--- config.mk ---
export PLATFORM = sky130hd
export DESIGN_NAME = plic_agent
export DESIGN_NICKNAME = d
export VERILOG_FILES = /design/src/rtl/plic_agent_pkg.sv /design/src/rtl/plic_gateway.sv /design/src/rtl/plic_agent.sv
export SDC_FILE = /design/constraint.sdc
export NUM_CORES = 1
export LEC_CHECK = 0
export BUFFER_PORTS_ARGS = -buffer_cell sky130_fd_sc_hd__buf_2
export CAP_MARGIN = 20
export CORE_ASPECT_RATIO = 0.5
export CORE_MARGIN = 5
export CORE_UTILIZATION = 49
export CTS_CLUSTER_SIZE = 28
export DETAILED_ROUTE_END_ITERATION = 10
export PLACE_DENSITY = 0.73
export SYNTH_ARGS = -nofsm -noshare
export SYNTH_HDL_FRONTEND = slang
export SYNTH_SLANG_ARGS = --single-unit
--- constraint.sdc ---
create_clock -name clk -period 11.48 [get_ports clk]
set_input_delay 1.148 -clock clk [delete_from_list [all_inputs] [get_ports clk]]
set_output_delay 1.148 -clock clk [all_outputs]
set_load 0.01 [all_outputs]
--- src/rtl/plic_agent_pkg.sv ---
// Shared definitions for the external-interrupt controller: register offsets,
// word indices used by the decoder, and the gateway state encoding.
package plic_agent_pkg;

  localparam logic [7:0] PLIC_PRIO_BASE = 8'h00;
  localparam logic [7:0] PLIC_PENDING   = 8'h80;
  localparam logic [7:0] PLIC_ENABLE    = 8'h84;
  localparam logic [7:0] PLIC_THRESHOLD = 8'h88;
  localparam logic [7:0] PLIC_CLAIM     = 8'h8C;

  // Source IDs are 1..31, so five bits always suffice.
  localparam int ID_W = 5;

  localparam logic [5:0] IDX_PRIO_BASE = PLIC_PRIO_BASE[7:2];
  localparam logic [5:0] IDX_PENDING   = PLIC_PENDING[7:2];
  localparam logic [5:0] IDX_ENABLE    = PLIC_ENABLE[7:2];
  localparam logic [5:0] IDX_THRESHOLD = PLIC_THRESHOLD[7:2];
  localparam logic [5:0] IDX_CLAIM     = PLIC_CLAIM[7:2];

  typedef enum logic [1:0] {
    GW_IDLE     = 2'd0,
    GW_PENDING  = 2'd1,
    GW_INFLIGHT = 2'd2
  } gw_state_e;

  // Word index of a byte offset within the 256-byte register window.
  function automatic logic [5:0] word_idx(input logic [7:0] offset);
    return offset[7:2];
  endfunction

endpackage

--- src/rtl/plic_gateway.sv ---
// Per-source gateway: two-flop synchronizer for the raw level followed by the
// IDLE/PENDING/INFLIGHT state machine. The state itself is the output.
module plic_gateway
  import plic_agent_pkg::*;
(
  input  logic       clk,
  input  logic       rst_n,
  input  logic       irq,
  input  logic       claim,
  input  logic       complete,
  output logic [1:0] state
);

  logic      sync1;
  logic      sync2;
  gw_state_e st;

  always_ff @(posedge clk) begin
    if (!rst_n) begin
      sync1 <= 1'b0;
      sync2 <= 1'b0;
      st    <= GW_IDLE;
    end else begin
      sync1 <= irq;
      sync2 <= sync1;
      case (st)
        GW_IDLE:     if (sync2)    st <= GW_PENDING;
        // A falling level while pending is deliberately not observed.
        GW_PENDING:  if (claim)    st <= GW_INFLIGHT;
        GW_INFLIGHT: if (complete) st <= GW_IDLE;
        default:                   st <= GW_IDLE;
      endcase
    end
  end

  assign state = st;

endmodule

--- src/rtl/plic_agent.sv ---
// External-interrupt controller: register file, priority arbiter and bus
// front end around NUM_SRC gateways; meip feeds the interrupt agent.
module plic_agent
  import plic_agent_pkg::*;
#(
  parameter int NUM_SRC = 8,
  parameter int PRIO_W  = 3,
  parameter int XLEN    = 32,
  parameter int ADDR_W  = 32
) (
  input  logic              clk,
  input  logic              rst_n,
  input  logic [NUM_SRC-1:0] plic_i_irq_src,
  input  logic              plic_i_exu_valid,
  input  logic              plic_i_exu_wr,
  input  logic              plic_i_exu_rd,
  input  logic [ADDR_W-1:0] plic_i_exu_addr,
  input  logic [XLEN-1:0]   plic_i_exu_wdata,
  output logic [XLEN-1:0]   plic_o_exu_rdata,
  output logic              plic_o_exu_ready,
  output logic              plic_o_meip
);

  // Bus handshake: a request is taken on an edge with valid=1 and ready=0;
  // every side effect commits on that edge, and ready/rdata follow for exactly
  // one cycle. valid seen during the ready cycle is never a new request.

  logic [PRIO_W-1:0] prio [1:NUM_SRC];
  logic [NUM_SRC:0]  enable;
  logic [PRIO_W-1:0] threshold;
  logic [NUM_SRC:0]  pend_vec;
  logic [1:0]        gw_state [1:NUM_SRC];

  logic              ready_q;
  logic [XLEN-1:0]   rdata_q;
  logic              meip_q;

  logic              accept;
  logic              is_wr;
  logic              is_rd;
  logic [5:0]        idx;
  logic [ID_W-1:0]   cpl_id;
  logic [ID_W-1:0]   best_id;
  logic [PRIO_W-1:0] best_prio;
  logic [NUM_SRC:0]  claim_vec;
  logic [NUM_SRC:0]  complete_vec;
  logic [XLEN-1:0]   rd_val;
  logic              unused_bits;

  assign accept = plic_i_exu_valid & ~ready_q;
  assign is_wr  = accept & plic_i_exu_wr;
  // Requests carrying both wr and rd behave as writes.
  assign is_rd  = accept & plic_i_exu_rd & ~plic_i_exu_wr;
  assign idx    = plic_i_exu_addr[7:2];
  assign cpl_id = plic_i_exu_wdata[ID_W-1:0];

  // Only addr[7:2] and the low data bits are meaningful.
  assign unused_bits = ^{plic_i_exu_addr, plic_i_exu_wdata};

  assign pend_vec[0] = 1'b0;

  for (genvar g = 1; g <= NUM_SRC; g++) begin : g_gw
    plic_gateway u_gw (
      .clk      (clk),
      .rst_n    (rst_n),
      .irq      (plic_i_irq_src[g-1]),
      .claim    (claim_vec[g]),
      .complete (complete_vec[g]),
      .state    (gw_state[g])
    );
    assign pend_vec[g] = (gw_state[g] == GW_PENDING);
  end

  // Strict '>' while scanning upward makes the lowest ID win a priority tie.
  always_comb begin
    best_id   = '0;
    best_prio = '0;
    for (int i = 1; i <= NUM_SRC; i++) begin
      if (pend_vec[i] && enable[i] && (prio[i] > threshold) && (prio[i] > best_prio)) begin
        best_id   = ID_W'(i);
        best_prio = prio[i];
      end
    end
  end

  // Complete of an ID that is not inflight is dropped inside the gateway.
  always_comb begin
    claim_vec    = '0;
    complete_vec = '0;
    for (int i = 1; i <= NUM_SRC; i++) begin
      if (is_rd && (idx == IDX_CLAIM) && (best_id == ID_W'(i)))
        claim_vec[i] = 1'b1;
      if (is_wr && (idx == IDX_CLAIM) && (cpl_id == ID_W'(i)))
        complete_vec[i] = 1'b1;
    end
  end

  always_comb begin
    rd_val = '0;
    for (int i = 1; i <= NUM_SRC; i++) begin
      if (idx == (IDX_PRIO_BASE + 6'(i)))
        rd_val[PRIO_W-1:0] = prio[i];
    end
    case (idx)
      IDX_PENDING:   rd_val = XLEN'(pend_vec);
      IDX_ENABLE:    rd_val = XLEN'(enable);
      IDX_THRESHOLD: rd_val = XLEN'(threshold);
      IDX_CLAIM:     rd_val = XLEN'(best_id);
      default:       ;
    endcase
  end

  always_ff @(posedge clk) begin
    if (!rst_n) begin
      for (int i = 1; i <= NUM_SRC; i++) prio[i] <= '0;
      enable    <= '0;
      threshold <= '0;
      ready_q   <= 1'b0;
      rdata_q   <= '0;
      meip_q    <= 1'b0;
    end else begin
      ready_q <= accept;
      rdata_q <= is_rd ? rd_val : '0;
      meip_q  <= (best_id != '0);
      if (is_wr) begin
        for (int i = 1; i <= NUM_SRC; i++) begin
          if (idx == (IDX_PRIO_BASE + 6'(i)))
            prio[i] <= plic_i_exu_wdata[PRIO_W-1:0];
        end
        if (idx == IDX_ENABLE)
          enable <= {plic_i_exu_wdata[NUM_SRC:1], 1'b0};
        if (idx == IDX_THRESHOLD)
          threshold <= plic_i_exu_wdata[PRIO_W-1:0];
      end
    end
  end

  // Holding reset masks a completion that was already registered, so a
  // transaction cut by reset never shows a ready pulse.
  assign plic_o_exu_ready = ready_q & rst_n;
  assign plic_o_exu_rdata = rdata_q & {XLEN{plic_o_exu_ready}};
  assign plic_o_meip      = meip_q;

endmodule

==> results.md <==
- The run finished with clean final reports.
- The antenna cell count is 0.
- The number of hold violations in the final report is 0.
- The port buffer count is 38.
- Across all hold checks on the routed design, the worst slack comes to approximately 0.43 ns.
- The area growth from synthesis to layout is 11.0%.
- The cell chosen for the clock root is clkbuf_16.
- The TritonCTS clock tree is done.
- The wire length of the first global-routing pass is between 20000 and 25000 um.
- The arrival time reported for the critical path endpoint is 10.93 ns.
- The routed design could run at a clock period as short as 10.70 ns.
- The final route contains ~4300 vias.
- The maximum buffer depth of the clock tree is 2.
- The initial cell density of the core is between 50% and 60%.
- The x dimension of the die is about 150 um.
- Counting instances, the worst hold path has a depth of 1.
- The first routing iteration left about 380 violations.
- The chip height is slightly above 80 um.
- The wire length reported by the detailed router is around 13000 um.
- In this run the remaining antenna-violating nets after routing total 0.
- The congestion estimate from routability-driven global placement came to ~0.87.
- The proportion of synthesized chip area in sequential cells is a little over a third.
- The endpoint identified for the worst register-to-register timing path is g_gw[3].u_gw.state[0].
- After legalization and detailed placement, the total HPWL measured roughly 9800 um.
- The number of cells on the worst reg-to-reg path is slightly below 50.
- The worst pin sits at a relative slew slack of around 35%.
- The core area is 10200 um2.
- Clock skew on the completed layout was measured at a little over 0.009 ns.
- Setup repair after global routing left no endpoint under its margin.
- The number of standard cells after synthesis is around 560.
- The endpoint class of the critical path is a flop.
- The delay contributed by the slowest stage of the critical path is 0.50 ns.
- Grouping stages by cell kind, the critical path spends the most delay in simple AND/OR/NAND/NOR gates.
- The count of final setup violators is 0.
- The ratio of total power to cell area is between 100 and 150 nW/um2.
- The part of the cycle the worst path needs is between 90% and 100%.
- Prior to clock tree synthesis, the placed netlist has a worst setup slack of 0.467 ns.
- For this run, the number of Yosys warnings is 0.
- The most area-hungry cell type in the Yosys netlist is dfxtp_1.
- The total buffers and inverters traversed by the critical path is 2.
- The placement row count is 26.
- The number of nets in the layout is 712.
- Buffers inserted during clock tree synthesis total 9.
- The detailed-route DRC error count is 0.
- The worst hold path terminates at g_gw[7].u_gw.sync2.
- For this design the static power due to leakage is around 0.0023 uW.
- The count of pins over their slew limit came to 0.
- The setup check on the worst reg-to-reg path leaves a slack of a little under 0.8 ns.
- The area of the die is ~13000 um2.
- Using the TritonRoute via totals, the vias-per-cell ratio works out to around 5.8.
- The maximum number of pins on one net before global-route repair is 53.
- In this run the cell area measured after placement is ~5400 um2.
- The count of boundary I/O pins is between 100 and 150.
- For the pin with the worst max-slew slack, the measured transition is 0.964 ns.
- Summed over all layers, the global routing overflow is 0.
- The synthesized netlist occupies a cell area of ~5000 um2.
- The level count of the clock H-tree is 3.
- Across the run, the number of max-cap violations was 0.
- The number of global-route vias before repair was 4054.
- The hold path startpoint is g_gw[7].u_gw.sync1.
- In this run, synthesis inferred 24 flip-flops with an integrated enable.
- IR analysis of the VDD net gives a maximum drop of approximately 0.13 mV.
- The distinct cell type count after synthesis is just over 80.
- The slowest stage of the critical path is the or4b_4 cell.
- After layout, the design draws a total of 620 uW.
- The filler cells instantiated in the layout total 914.
- After clock tree synthesis, the clock-pin slew on the worst setup and hold paths is ~0.060 ns.
- The finished cells cover 5690 um2.
- The most repeated cell in the gate-level netlist after synthesis is dfxtp_1.
- Counting flops and latches in the post-synthesis netlist gives just under 80.
- The timing-limited maximum frequency is about 93 MHz.
- The proportion of netlist area held by the largest area contributor is around a fifth.
- The class of the tightest hold or removal check is flop to flop.
- Counting stages on the worst path, the most repeated cell is ha_1.
- Ranked by total cell area, the synthesized netlist is headed by dfxtp_1 21%, edfxtp_1 14%, ha_1 10%.
- The most used flip-flop cell after synthesis is dfxtp_1.
- For this run, the total global-route usage over all layers was measured as a little over a fifth.
- The number of antenna violations at the first check in global routing is 0.
- The share of cells above drive strength 1 is approximately 17%.
- Before antenna repair, the detailed router went through 5 iterations.
- The average detailed-routed wire length per instance is roughly 18 um.
- The setup TNS is 0 ns.
- The average footprint of a synthesized cell is between 9 and 10 um2.
- Along the worst path, the maximum fanout reaches 10.
- The worst setup path is of the flop to flop kind.
- The commonest cells after synthesis are 54 x dfxtp_1, 41 x ha_1, 41 x nor2_1.
- The kind of start point of the critical path is a flop.
- The worst register-to-register path begins at prio[0][5].
- Setup slack on the critical path of the routed design comes to 0.780 ns.
- The post-CTS setup repair buffer count is 0.
- The worst-skew pair later-pin latency is around 0.34 ns.
- The fraction of synthesis flops using an asynchronous set or reset pin is 0%.
- For the worst setup path, the data required time is 11.71 ns.
- The number of sinks handled by clock tree synthesis is 78.
## per-stage QoR
| stage | cells | util (%) |
|---|---|---|
| after floorplan | 578 | - |
| after global placement | 723 | 52.7 |
| after detailed placement | 723 | 52.7 |
| after CTS | 739 | 55.4 |
| after global routing | 739 | 55.7 |
| final | 739 | 55.7 |
## where the power goes
part | leakage, uW | switching (uW) | internal [uW]
combinational | 0.00147 | 34.4 | 18.1
sequential | 0.000688 | 6.06 | 291
clock | 0.000136 | 116 | 153
## layout make-up
class                           count  area [um2]  share of cell area (%)
Inverter                           29         109                    1.91
Clock buffer                       10         239                    4.20
Clock inverter                      6        43.8                   0.770
Timing Repair Buffer               46         250                    4.40
Sequential cell                    78        1800                    31.7
Multi-Input combinational cell    430        3070                    53.9
Tap cell                          140         175                    3.08
## cell families (layout without fill, tap and decap cells)
logic type	count (synthesis)	count (layout)	synth area share, %
and+or+nand+nor	219	219	23.8
AOI/OAI and AO/OA	124	124	18.7
adders and majority gates	43	43	10.4
DFF	78	78	35.2
other	1	23	0.0732
buffers and inverters	70	91	7.03
muxes	21	21	4.74
## routing by layer
| metal | share of wire, % | global-route usage (%) | up-vias |
|---|---|---|---|
| li1 | - | - | 2069 |
| met1 | 45 | 28.1 | 2015 |
| met2 | 44 | 33.9 | 186 |
| met3 | 8.9 | 4.74 | 23 |
| met4 | 1.6 | 6.96 | 0 |
| met5 | 0 | 0 | - |
## cells in the final DEF (no fill, tap or decap), types with 3 or more instances in the layout
| master | count |
|---|---|
| dfxtp_1 | 54 |
| nor2_1 | 41 |
| ha_1 | 41 |
| and2_1 | 38 |
| buf_2 | 38 |
| nand2_1 | 35 |
| inv_1 | 28 |
| edfxtp_1 | 24 |
| conb_1 | 23 |
| nand3_1 | 22 |
| o21ai_0 | 21 |
| a21oi_1 | 21 |
| and3_1 | 17 |
| nor3_1 | 15 |
| nor2b_1 | 13 |
| mux2i_1 | 13 |
| clkbuf_16 | 9 |
| buf_4 | 8 |
| o211ai_1 | 7 |
| a22oi_1 | 7 |
| nand3b_1 | 6 |
| o21a_1 | 6 |
| mux2_2 | 6 |
| o21ai_1 | 5 |
| a311oi_1 | 4 |
| a31oi_1 | 4 |
| a21o_1 | 4 |
| nor4_1 | 4 |
| nand4_1 | 3 |
| nand2b_1 | 3 |
| o31ai_1 | 3 |
| nor3b_1 | 3 |
| a22o_1 | 3 |
## worst max path at each step
stage,from,end,slack [ns],cells past startpoint
after CTS,threshold[2],g_gw[3].u_gw.state[0],0.39,49
after detailed placement,threshold[2],g_gw[3].u_gw.state[0],0.47,49
after global placement,threshold[2],g_gw[3].u_gw.state[0],0.57,49
after global routing,prio[0][5],g_gw[3].u_gw.state[0],0.03,51
after floorplan,threshold[2],g_gw[6].u_gw.state[1],1.11,47
final,prio[0][5],g_gw[3].u_gw.state[0],0.78,49
## flip-flops by register name (all words and copies together), names as in the netlist
register,cells
g_gw.u_gw.state,16
enable,8
ready_q,1
rdata_q,9
prio,24
plic_o_meip,1
g_gw.u_gw.sync1,8
threshold,3
g_gw.u_gw.sync2,8
## worst register-to-register path: cells and delay by family (launching register included)
family,cells,cell delay (ns)
DFF,1,0.45
adders and majority gates,8,2.57
AOI/OAI and AO/OA,17,3.27
muxes,2,0.70
and+or+nand+nor,20,3.30
buffers and inverters,2,0.30
## timing repair
item / in CTS / in global routing
endpoints found under the setup margin: 0 / 7
gates resized for setup: 0 / 7
hold buffers: 0 / 0
(Power assumes the default switching activity.)
